### src/rtl/i2c_slave_reg_if.sv
// I2C target exposing an 8-bit register space through a pointer/strobe interface.
// SCL/SDA are synchronized and glitch-filtered; SDA is only ever changed while SCL is low.
module i2c_slave_reg_if #(
  parameter logic [6:0]  SLAVE_ADDR = 7'h50,
  parameter int unsigned FILTER_LEN = 3
) (
  input  logic       clk,
  input  logic       rst,
  input  logic       scl_pad_i,
  input  logic       sda_pad_i,
  output logic       sda_pad_o,
  output logic       sda_padoen_o,
  output logic [7:0] reg_addr_o,
  output logic [7:0] reg_wdata_o,
  output logic       reg_we_o,
  output logic       reg_re_o,
  input  logic [7:0] reg_rdata_i,
  output logic       busy_o
);

  typedef enum logic [3:0] {
    ST_IDLE      = 4'd0,
    ST_ADDR      = 4'd1,
    ST_ADDR_ACK  = 4'd2,
    ST_PTR       = 4'd3,
    ST_PTR_ACK   = 4'd4,
    ST_WDATA     = 4'd5,
    ST_WDATA_ACK = 4'd6,
    ST_RDATA     = 4'd7,
    ST_RDATA_ACK = 4'd8,
    ST_WAIT_STOP = 4'd9
  } state_e;

  localparam logic [3:0] FILT_MAX = 4'(FILTER_LEN - 1);

  // A new level is accepted only once it has been seen FILTER_LEN consecutive cycles.
  function automatic logic [4:0] filt_next(input logic in, input logic flt, input logic [3:0] cnt);
    logic [4:0] r;
    if (in == flt) begin
      r = {flt, 4'd0};
    end else if (cnt >= FILT_MAX) begin
      r = {in, 4'd0};
    end else begin
      r = {flt, cnt + 4'd1};
    end
    return r;
  endfunction

  logic [1:0] scl_sync_q, scl_sync_d, sda_sync_q, sda_sync_d;
  logic [3:0] scl_cnt_q, scl_cnt_d, sda_cnt_q, sda_cnt_d;
  logic       scl_flt_q, scl_flt_d, sda_flt_q, sda_flt_d;
  logic       scl_prev_q, scl_prev_d, sda_prev_q, sda_prev_d;

  state_e     state_q, state_d;
  logic [2:0] bit_cnt_q, bit_cnt_d;
  logic [7:0] shift_q, shift_d;
  logic [7:0] addr_q, addr_d;
  logic [7:0] wdata_q, wdata_d;
  logic       oe_q, oe_d;
  logic       we_q, we_d;
  logic       re_q, re_d;
  logic       busy_q, busy_d;
  logic       rw_q, rw_d;
  logic       done_q, done_d;
  logic       load_q, load_d;
  logic       mack_q, mack_d;

  logic       scl_rise, scl_fall, start_evt, stop_evt;
  logic [7:0] rx_byte;

  // Input path next values: two-flop synchronizer, stability filter, previous-level register.
  always_comb begin
    scl_sync_d = {scl_sync_q[0], scl_pad_i};
    sda_sync_d = {sda_sync_q[0], sda_pad_i};
    {scl_flt_d, scl_cnt_d} = filt_next(scl_sync_q[1], scl_flt_q, scl_cnt_q);
    {sda_flt_d, sda_cnt_d} = filt_next(sda_sync_q[1], sda_flt_q, sda_cnt_q);
    scl_prev_d = scl_flt_q;
    sda_prev_d = sda_flt_q;
  end

  assign scl_rise  = scl_flt_q & ~scl_prev_q;
  assign scl_fall  = ~scl_flt_q & scl_prev_q;
  assign start_evt = scl_flt_q & scl_prev_q & sda_prev_q & ~sda_flt_q;
  assign stop_evt  = scl_flt_q & scl_prev_q & ~sda_prev_q & sda_flt_q;
  assign rx_byte   = {shift_q[6:0], sda_flt_q};

  // Protocol FSM: bus conditions take priority, otherwise per-state bit handling.
  always_comb begin
    state_d   = state_q;
    bit_cnt_d = bit_cnt_q;
    shift_d   = shift_q;
    addr_d    = addr_q;
    wdata_d   = wdata_q;
    oe_d      = oe_q;
    we_d      = 1'b0;
    re_d      = 1'b0;
    busy_d    = busy_q;
    rw_d      = rw_q;
    done_d    = done_q;
    load_d    = 1'b0;
    mack_d    = mack_q;
    if (stop_evt) begin
      state_d = ST_IDLE;
      oe_d    = 1'b1;
      busy_d  = 1'b0;
      done_d  = 1'b0;
    end else if (start_evt) begin
      state_d   = ST_ADDR;
      bit_cnt_d = 3'd0;
      oe_d      = 1'b1;
      done_d    = 1'b0;
    end else begin
      case (state_q)
        ST_IDLE: begin
          oe_d = 1'b1;
        end
        ST_ADDR: begin
          if (scl_rise) begin
            shift_d   = rx_byte;
            bit_cnt_d = bit_cnt_q + 3'd1;
            if (bit_cnt_q == 3'd7 && rx_byte[7:1] == SLAVE_ADDR) begin
              rw_d   = rx_byte[0];
              done_d = 1'b1;
            end else if (bit_cnt_q == 3'd7) begin
              state_d = ST_WAIT_STOP;
              busy_d  = 1'b0;
            end else begin
              done_d = 1'b0;
            end
          end else if (scl_fall && done_q) begin
            oe_d    = 1'b0;
            busy_d  = 1'b1;
            done_d  = 1'b0;
            state_d = ST_ADDR_ACK;
          end else begin
            done_d = done_q;
          end
        end
        ST_ADDR_ACK: begin
          if (scl_fall && rw_q) begin
            oe_d      = 1'b1;
            bit_cnt_d = 3'd0;
            re_d      = 1'b1;
            load_d    = 1'b1;
            state_d   = ST_RDATA;
          end else if (scl_fall) begin
            oe_d      = 1'b1;
            bit_cnt_d = 3'd0;
            state_d   = ST_PTR;
          end else begin
            oe_d = 1'b0;
          end
        end
        ST_PTR: begin
          if (scl_rise) begin
            shift_d   = rx_byte;
            bit_cnt_d = bit_cnt_q + 3'd1;
            if (bit_cnt_q == 3'd7) begin
              addr_d = rx_byte;
              done_d = 1'b1;
            end else begin
              done_d = 1'b0;
            end
          end else if (scl_fall && done_q) begin
            oe_d    = 1'b0;
            done_d  = 1'b0;
            state_d = ST_PTR_ACK;
          end else begin
            done_d = done_q;
          end
        end
        ST_PTR_ACK: begin
          if (scl_fall) begin
            oe_d      = 1'b1;
            bit_cnt_d = 3'd0;
            state_d   = ST_WDATA;
          end else begin
            oe_d = 1'b0;
          end
        end
        ST_WDATA: begin
          if (scl_rise) begin
            shift_d   = rx_byte;
            bit_cnt_d = bit_cnt_q + 3'd1;
            if (bit_cnt_q == 3'd7) begin
              wdata_d = rx_byte;
              we_d    = 1'b1;
              done_d  = 1'b1;
            end else begin
              done_d = 1'b0;
            end
          end else if (scl_fall && done_q) begin
            oe_d    = 1'b0;
            done_d  = 1'b0;
            state_d = ST_WDATA_ACK;
          end else begin
            done_d = done_q;
          end
        end
        ST_WDATA_ACK: begin
          if (scl_fall) begin
            oe_d      = 1'b1;
            bit_cnt_d = 3'd0;
            addr_d    = addr_q + 8'd1;
            state_d   = ST_WDATA;
          end else begin
            oe_d = 1'b0;
          end
        end
        ST_RDATA: begin
          if (load_q) begin
            // Read data arrives one cycle after the strobe; put its MSB on the bus.
            shift_d = reg_rdata_i;
            oe_d    = reg_rdata_i[7];
          end else if (scl_rise) begin
            bit_cnt_d = bit_cnt_q + 3'd1;
            done_d    = (bit_cnt_q == 3'd7);
          end else if (scl_fall && done_q) begin
            oe_d    = 1'b1;
            done_d  = 1'b0;
            addr_d  = addr_q + 8'd1;
            state_d = ST_RDATA_ACK;
          end else if (scl_fall) begin
            shift_d = {shift_q[6:0], 1'b0};
            oe_d    = shift_q[6];
          end else begin
            shift_d = shift_q;
          end
        end
        ST_RDATA_ACK: begin
          if (scl_rise) begin
            mack_d = ~sda_flt_q;
          end else if (scl_fall && mack_q) begin
            re_d      = 1'b1;
            load_d    = 1'b1;
            bit_cnt_d = 3'd0;
            state_d   = ST_RDATA;
          end else if (scl_fall) begin
            busy_d  = 1'b0;
            state_d = ST_WAIT_STOP;
          end else begin
            mack_d = mack_q;
          end
        end
        ST_WAIT_STOP: begin
          oe_d = 1'b1;
        end
        default: begin
          state_d = ST_IDLE;
          oe_d    = 1'b1;
        end
      endcase
    end
  end

  // State and input-path registers with synchronous reset.
  always_ff @(posedge clk) begin
    if (rst) begin
      scl_sync_q <= 2'b11;
      sda_sync_q <= 2'b11;
      scl_cnt_q  <= 4'd0;
      sda_cnt_q  <= 4'd0;
      scl_flt_q  <= 1'b1;
      sda_flt_q  <= 1'b1;
      scl_prev_q <= 1'b1;
      sda_prev_q <= 1'b1;
      state_q    <= ST_IDLE;
      bit_cnt_q  <= 3'd0;
      shift_q    <= 8'h00;
      addr_q     <= 8'h00;
      wdata_q    <= 8'h00;
      oe_q       <= 1'b1;
      we_q       <= 1'b0;
      re_q       <= 1'b0;
      busy_q     <= 1'b0;
      rw_q       <= 1'b0;
      done_q     <= 1'b0;
      load_q     <= 1'b0;
      mack_q     <= 1'b0;
    end else begin
      scl_sync_q <= scl_sync_d;
      sda_sync_q <= sda_sync_d;
      scl_cnt_q  <= scl_cnt_d;
      sda_cnt_q  <= sda_cnt_d;
      scl_flt_q  <= scl_flt_d;
      sda_flt_q  <= sda_flt_d;
      scl_prev_q <= scl_prev_d;
      sda_prev_q <= sda_prev_d;
      state_q    <= state_d;
      bit_cnt_q  <= bit_cnt_d;
      shift_q    <= shift_d;
      addr_q     <= addr_d;
      wdata_q    <= wdata_d;
      oe_q       <= oe_d;
      we_q       <= we_d;
      re_q       <= re_d;
      busy_q     <= busy_d;
      rw_q       <= rw_d;
      done_q     <= done_d;
      load_q     <= load_d;
      mack_q     <= mack_d;
    end
  end

  assign sda_pad_o    = 1'b0;
  assign sda_padoen_o = oe_q;
  assign reg_addr_o   = addr_q;
  assign reg_wdata_o  = wdata_q;
  assign reg_we_o     = we_q;
  assign reg_re_o     = re_q;
  assign busy_o       = busy_q;

endmodule

### config.mk
export PLATFORM = sky130hd
export DESIGN_NAME = i2c_slave_reg_if
export DESIGN_NICKNAME = d
export VERILOG_FILES = /design/src/rtl/i2c_slave_reg_if.sv
export SDC_FILE = /design/constraint.sdc
export NUM_CORES = 1
export LEC_CHECK = 0
export CORE_ASPECT_RATIO = 1.2
export CORE_MARGIN = 5
export CORE_UTILIZATION = 45
export DETAILED_ROUTE_END_ITERATION = 6
export PLACE_DENSITY = 0.66
export RECOVER_POWER = 100
export SYNTH_ARGS = -nofsm -noshare
export SYNTH_HDL_FRONTEND = slang
export SYNTH_SLANG_ARGS = --single-unit
### constraint.sdc
create_clock -name clk -period 2.2 [get_ports clk]
set_input_delay 0.66 -clock clk [delete_from_list [all_inputs] [get_ports clk]]
set_output_delay 0.66 -clock clk [all_outputs]
set_load 0.005 [all_outputs]
# Word level (Yosys, flattened, before mapping)
# Cells that the tools add are included.
# word_totals
ff_bits	53
n_memories	0
wordCells	204
out_inout_bits	21
in_bits	12
ram_bits	0
latchBits	0
romBits	0
# classes
shift	0
eq_ne	56
n_mul	0
order_cmp	2
n_bitwise	19
addsub	4
div_mod_pow	0
n_mux	70
reduce_logical	32
# op_table
operator	n
2-to-1 mux 4 bit	17
!= test 3 bit (second input constant)	17
2-to-1 mux 8 bit	6
2-to-1 mux 7 bit	5
one-hot mux 4 bit (8 select lines)	1
AND reduction 15 bit	2
!= test 2 bit (second input constant)	14
!= test 4 bit (second input constant)	7
2-to-1 mux 1 bit	27
one-hot mux 8 bit (3 select lines)	1
2-to-1 mux 3 bit	7
AND reduction 5 bit	4
== test 4 x 3 -> 1 bit (second input constant)	4
one-hot mux 3 bit (5 select lines)	1
one-hot mux 7 bit (2 select lines)	1
inverter 1 bit	12
OR reduction 3 bit	4
AND reduction 9 bit	1
adder 4 x 1 -> 4 bit (second input constant)	2
adder 8 x 1 -> 8 bit (second input constant)	1
== test 4 x 2 -> 1 bit (second input constant)	2
== test 4 bit (second input constant)	2
greater-or-equal comparator 4 x 2 -> 1 bit (second input constant)	2
!= test 2 x 1 -> 1 bit (second input constant)	4
22 further kinds	39

# Logic depth before layout (Yosys ltp)
# Gate-level depths: netlist of run 1.
# depth
depth_word	8
ltp_mapped	9
mapped_depth_nobuf	7

# Least setup slack after synthesis of run 1
# No wires, ideal clock.
# synth_path
path_type	reg-to-reg
start	register bit_cnt_q[0]
end	register addr_q[0] (netlist: reg_addr_o[0])
path_buffers	1
synth_period_minus_slack_ns	1.884
path_stages_with_launch	9
arrival_ns	1.809
setup_ns	0.075
path_slack_ns	0.316
path_cell_list	dfxtp_1 -> ha_1 -> ha_1 -> nor4bb_1 -> a2111oi_0 -> or2_1 -> buf_6 -> or3_1 -> a31oi_1
# synth_between
elab_chain_cells	3
# synth_lines
item	line	rtl
start: declaration	55	logic [2:0] bit_cnt_q, bit_cnt_d;
start signal: assignment	290	bit_cnt_q <= bit_cnt_d;
== test 3 bit	158	if (bit_cnt_q == 3'd7) begin
!= test 2 bit (no source line)	-	
AND reduction 9 bit (no source line)	-	
end signal: assignment	292	addr_q <= addr_d;
end: declaration	57	logic [7:0] addr_q, addr_d;
# Every way passes these cells.
# A chain may end at the register's enable or synchronous reset.

# Final worst setup path of run 1
# layout_path
start	register scl_prev_q
end	register shift_q[4]
# layout_between
elab_chain_cells	5
word_cells_on_any_way	16
cone_classes	eq/ne (4); bitwise (10); reduce/logical (2)
# layout_lines
item	line	rtl
start: declaration	52	logic scl_prev_q, scl_prev_d, sda_prev_q, sda_prev_d;
start signal: assignment	287	scl_prev_q <= scl_prev_d;
bitwise AND 1 bit	83, 84	
bitwise AND 1 bit (on tied branches) (2 in a row)	83, 84	
inverter 1 bit (no source line)	-	
AND reduction 7 bit (no source line) *	-	
end signal: assignment	291	shift_q <= shift_d;
end: declaration	56	logic [7:0] shift_q, shift_d;
# Mark *: on every way between the ends. The rest lies on a longest branch, timed or not.

==> impl_metrics.csv, run 1 <==
group,metric,value,unit
status,status,"complete, no violations",
clock_network,cts_max_path_buffers,2,
sta,fin_crit,2.081,ns
floorplan,rows,32,
critical_path,regToRegSetupSlack,0.12,ns
clock_network,clk_latency,0.31,ns
floorplan,die_w,83.93,um
sta,max_slew.worst_pin.slew,0.6142,ns
power_and_ir_drop,p_leak,1.347,nW
sta,maxSlewHeadroom,58.70,%
grt,grt_util_all_layers,18.21,%
job,max_cap_viol_count,0,
yosys,synth_cells,340,
place,dp_hpwl,5340,um
detailed_routing,vias_per_cell,5.674,
critical_path,end_kind,"register",
grt,grt_pass1_vias,2577,
finish,n_antenna_cell,0,
yosys,synth_area,0.002952,mm2
sta,tns,0,ns
yosys,synth_edf_count,0,
sta,maxSlewViolCount,0,
floorplan,start_util,46.07,%
critical_path,cp_cell_sequence,"nor2b_2 > a211oi_2 > a2111oi_2 > buf_12 > nor2_1 > a211oi_1",
sta,clock_skew,0.01224,ns
detailed_routing,drt_first_pass_iters,4,
clock_network,h-tree-depth,2,
yosys,synth_flop_cell,"dfxtp_1",
clock_network,hold_buffers,0,
grt,grt_max_degree,34,
yosys,synth.distinct_cells,61,
critical_path,crit_arrival,2.30,ns
yosys,ys_async_sr_fraction,0,%
sta,finalHoldViolCount,0,
place,dp_cells,458,
critical_path,critPathKind,"reg2reg",
place,place_congestion,0.9188,
yosys,ys_seq_elements,53,
detailed_routing,vias,2644,
sta,max_freq,480.4,MHz
clock_network,cts_tree,"yes",
sta,rsz0062_at_grt,"false",
grt,grt-ovfl-total,0,
finish,stdcell_count,466,
floorplan,die-area,0.008285,mm2
detailed_routing,routed_wl,7316,um
sta,setup_viol,0,
clock_network,cts.reportedPaths.clkPinSlew,0.10,ns
finish,drive_above_1_share,14.70,%
grt,antenna_found_initial,0,
clock_network,cts_buffers,5,
clock_network,cts_resized,0,
clock_network,clock_sinks,53,
critical_path,crit_path_start_kind,"register",
yosys,syn_area_per_cell,8.681,um2
floorplan,core_area,0.006406,mm2
grt,grt_pass1_wl,12560,um
detailed_routing,drc,0,
worst_hold_path,min_path_type,"reg2reg",
detailed_routing,post_drt_wl_per_cell,15.70,um
finish,nets,399,
critical_path,critical_path.max_stage_delay,0.58,ns
detailed_routing,dr.first_iter.drc_count,275,
clock_network,post_cts_buffers,0,
floorplan,die_h,98.72,um
place,port_buffers,31,
yosys,synth_seq_area_share,35.95,%
critical_path,critPathSlowestCell,"dfxtp_1",
power_and_ir_drop,p_per_area,484.4,mW/mm2
power_and_ir_drop,peakVddDrop,273.8,uV
sta,period_share,94.61,%
floorplan,io-pin-count,33,
detailed_routing,ant_nets,0,
clock_network,clockRootBuffer,"clkbuf_8",
finish,nFillCells,614,
critical_path,cp.required,2.42,ns
critical_path,cp_max_fo,14,
yosys,ys_warn_count,0,
finish,areaGrowthSynthToFinish,18.52,%
## Yosys cell counts (3+ instances only)
cell type / number / share of area [%]
dfxtp_1: 53 / 36
nand2b_1: 7 / 1.5
o211ai_1: 3 / 0.76
and3_1: 4 / 0.85
nor2_1: 45 / 5.7
inv_1: 11 / 1.4
nand2_1: 34 / 4.3
o31ai_1: 6 / 1.5
buf_6: 6 / 2.3
a311oi_1: 3 / 0.89
a21oi_1: 11 / 1.9
ha_1: 7 / 3.0
xnor2_1: 5 / 1.5
clkbuf_1: 5 / 0.64
mux2i_1: 18 / 6.1
nand3_1: 11 / 1.9
o21ai_0: 14 / 2.4
a211o_1: 3 / 0.89
or2_2: 7 / 1.5
nor3_1: 5 / 0.85
buf_4: 7 / 1.8
a32o_1: 3 / 1.0
a211oi_2: 5 / 2.1
buf_2: 7 / 1.2
a31oi_1: 7 / 1.5
nor2b_1: 3 / 0.64
a211oi_1: 6 / 1.5
## cells in the final DEF, fill, tap and decap left out, drive strengths merged, types with 12 or more instances in the layout
| cell | instances |
|---|---|
| dfxtp | 53 |
| nor2 | 45 |
| nand2 | 34 |
| dlygate4sd3 | 21 |
| mux2i | 18 |
| buf | 18 |
| o21ai | 14 |
| inv | 12 |
| clkbuf | 12 |
## worst paths after layout
check | startpoint | to | depth (start not counted)
worst max-delay path | scl_prev_q | shift_q[4] | 6
worst min-delay path | scl_sync_q[0] | scl_sync_q[1] | 1
worst max register to register | scl_prev_q | shift_q[4] | 6
worst min register to register | scl_sync_q[0] | scl_sync_q[1] | 1
## where the power goes
part | internal, mW | switching, mW
logic | 0.0571 | 0.0719
clock network | 0.231 | 0.352
registers | 0.971 | 0.0121
## logic make-up (layout without fill, tap and decap cells)
logic type,Yosys count,after routing,synth area share [%]
and+or+nand+nor,138,138,24.63
AOI/OAI and AO/OA,80,80,21.03
DFF,53,53,35.95
buffers and inverters,37,76,7.418
muxes,18,18,6.104
adders and majority gates,7,7,2.967
xor gates and xnor gates,6,6,1.780
other,1,3,0.1271
## critical path: cells and delay by family, from the launching register on
kind	cells	cell delay, ns
compound gates	3	0.83
simple gates	2	0.40
buf+inv	1	0.20
flops	1	0.58
## per-layer routing
metal / vias to the layer above / GRT usage [%] / wire, um
met5: - / 0 / 0
met4: 0 / 7.673 / 196
met3: 17 / 2.926 / 377
met2: 94 / 30.50 / 3553
met1: 1235 / 23.21 / 3189
li1: 1298 / - / -
## stage by stage
step / hold slack (ns) / area, um2 / util [%] / power [mW] / setup WS [ns]
finish: 0.4170 / 3498 / 54.61 / 1.695 / 0.1185
global route: 0.4339 / 3498 / 54.61 / 1.761 / 0.008587
CTS: 0.4180 / 3515 / 54.86 / 1.723 / 0.02486
detailed placement: 0.3934 / 3421 / 53.40 / 1.139 / 0.05467
global placement: 0.3927 / 3421 / 53.40 / 1.139 / 0.07229
floorplan: 0.3895 / 2959 / - / 1.086 / 0.3156
## final cells by class
type | instances | area [um2] | share of cell area [%]
Clock buffer | 5 | 68.82 | 1.967
Sequential cell | 53 | 1061 | 30.33
Multi-Input combinational cell | 252 | 1693 | 48.39
Clock inverter | 3 | 25.02 | 0.7153
Timing Repair Buffer | 56 | 499.2 | 14.27
Inverter | 12 | 45.04 | 1.288
Tap cell | 85 | 106.4 | 3.040
## state kept, by name (all words and copies together) (netlist names), 2 cells and up
| name | count |
|---|---|
| bit_cnt_q | 3 |
| sda_sync_q | 2 |
| shift_q | 7 |
| reg_addr_o | 8 |
| sda_cnt_q | 4 |
| scl_sync_q | 2 |
| state_q | 4 |
| scl_cnt_q | 4 |
| reg_wdata_o | 8 |
Power figures use the tool's default switching activity.
==> run 2, diff against run 1 <==
RECOVER_POWER = not set   (was 100)
==> run 2 against run 1 <==
Cell count stayed put. Largest cell class unchanged. First-iteration DRC count stayed put. Non-clock buffer count stayed put. Highest routed layer unchanged.
==> impl_metrics.csv, run 2 (synthesized netlist as in run 1, its figures left out) <==
group,metric,value,unit
power_and_ir_drop,combPwrFrac,7.9,%
sta,maxSlewHeadroom,57.49,%
clock_network,cts_max_path_buffers,2,
critical_path,cp.required,2.41,ns
sta,period_share,94.83,%
clock_network,post_cts_buffers,0,
detailed_routing,drc,0,
grt,grt_pass1_wl,12560,um
grt,grt_util_all_layers,18.21,%
sta,maxSlewViolCount,0,
clock_network,cts_tree,"yes",
detailed_routing,ant_nets,0,
power_and_ir_drop,clock_power_share,34.4,%
detailed_routing,routed_wl,7321,um
floorplan,io-pin-count,33,
power_and_ir_drop,switchingPower,0.4412,mW
finish,layout_common_cells,"dfxtp_1, nor2_1, nand2_1, clkdlybuf4s50_1, buf_4",
finish,drive_above_1_share,16.54,%
grt,grt_pass1_vias,2577,
worst_hold_path,min_path_type,"reg2reg",
clock_network,hold_buffers,0,
sta,clock_skew,0.01579,ns
clock_network,cts_buffers,5,
power_and_ir_drop,power,1.705,mW
grt,grt_max_degree,34,
place,port_buffers,31,
sta,rsz0062_at_grt,"false",
critical_path,end_kind,"register",
place,place_congestion,0.9188,
power_and_ir_drop,p_leak,1.299,nW
sta,fin_crit,2.086,ns
finish,nets,399,
clock_network,cts_resized,0,
critical_path,cp_max_fo,13,
floorplan,start_util,46.07,%
detailed_routing,post_drt_wl_per_cell,15.71,um
clock_network,clock_sinks,53,
power_and_ir_drop,swShare,25.88,%
power_and_ir_drop,internal-power,1.263,mW
clock_network,cts.reportedPaths.clkPinSlew,0.11,ns
clock_network,h-tree-depth,2,
finish,n_antenna_cell,0,
power_and_ir_drop,p_per_area,481.4,mW/mm2
critical_path,crit_path_start_kind,"register",
sta,setup_viol,0,
critical_path,critPathKind,"reg2reg",
finish,stdcell_count,466,
floorplan,die_h,98.72,um
critical_path,crit_arrival,2.29,ns
sta,tns,0,ns
sta,max_freq,479.3,MHz
sta,finalHoldViolCount,0,
grt,grt-ovfl-total,0,
floorplan,rows,32,
floorplan,core_area,0.006406,mm2
finish,mostFrequentLayoutCell,"dfxtp_1",
floorplan,die_w,83.93,um
power_and_ir_drop,seqPwrFrac,57.7,%
floorplan,die-area,0.008285,mm2
finish,areaGrowthSynthToFinish,19.97,%
job,max_cap_viol_count,0,
clock_network,clockRootBuffer,"clkbuf_8",
grt,antenna_found_initial,0,
place,dp_cells,458,
status,status,"complete, no violations",
sta,max_slew.worst_pin.slew,0.6322,ns
clock_network,clk_latency,0.32,ns
detailed_routing,dr.first_iter.drc_count,275,
power_and_ir_drop,peakVddDrop,274.0,uV
detailed_routing,vias,2637,
detailed_routing,vias_per_cell,5.659,
place,dp_hpwl,5340,um
detailed_routing,drt_first_pass_iters,4,
==> run 2: area by class of cell <==
type                    instances  area, um2
inverters                      12      45.04
repair buffers                 56      523.0
clock buffers                   5      68.82
clock inverters                 3      25.02
flip-flops and latches         53       1061
multi-input cells             252       1712
well taps                      85      106.4
fillers                       600       2865
==> run 2: power by group through the flow <==
| stage | combinational [mW] | clock (mW) | sequential (mW) |
|---|---|---|---|
| finish | 0.135 | 0.586 | 0.983 |
| global route | 0.148 | 0.635 | 0.985 |
| CTS | 0.134 | 0.606 | 0.982 |
| detailed placement | 0.134 | 0 | 1.00 |
| global placement | 0.134 | 0 | 1.00 |
| floorplan | 0.0868 | 0 | 0.999 |
==> run 2: metal layers <==
layer  vias up  track usage (%)  part of all wire [%]
met5         -                0                     0
met4         0            7.673                   2.8
met3        20            2.926                   6.0
met2        98            30.50                    48
met1      1221            23.21                    43
li1       1298                -                     -
==> run 2: path summary, 6_finish.rpt <==
path	cells past startpoint	slack (ns)	end	startpoint
max	5	0.11	bit_cnt_q[1]	state_q[1]
max reg2reg	5	0.11	bit_cnt_q[1]	state_q[1]
min reg2reg	1	0.42	scl_sync_q[1]	scl_sync_q[0]
min	1	0.42	scl_sync_q[1]	scl_sync_q[0]
==> run 2: critical path, cell delays in order (launching register included) <==
cell and delay [ns]:
dfxtp_1 0.48, nor4b_4 0.61, o22ai_1 0.15, a221oi_2 0.29
o221ai_2 0.16, a32o_1 0.28
==> run 2: per-stage QoR <==
stage	utilization (%)	hold slack, ns	cell area [um2]	setup WS, ns
floorplan	-	0.3895	2959	0.3156
global placement	53.40	0.3927	3421	0.07229
global route	55.27	0.4339	3541	0.01230
finish	55.27	0.4174	3541	0.1137
CTS	54.86	0.4180	3515	0.02486
detailed placement	53.40	0.3934	3421	0.05467
==> run 3, diff against run 2 <==
CAP_MARGIN = 20   (was not set)
SKIP_LAST_GASP = 1   (was not set)
SLEW_MARGIN = 20   (was not set)
==> results of run 3 <==
Same layout as run 2: the final DEF is identical, and so are final timing and power.
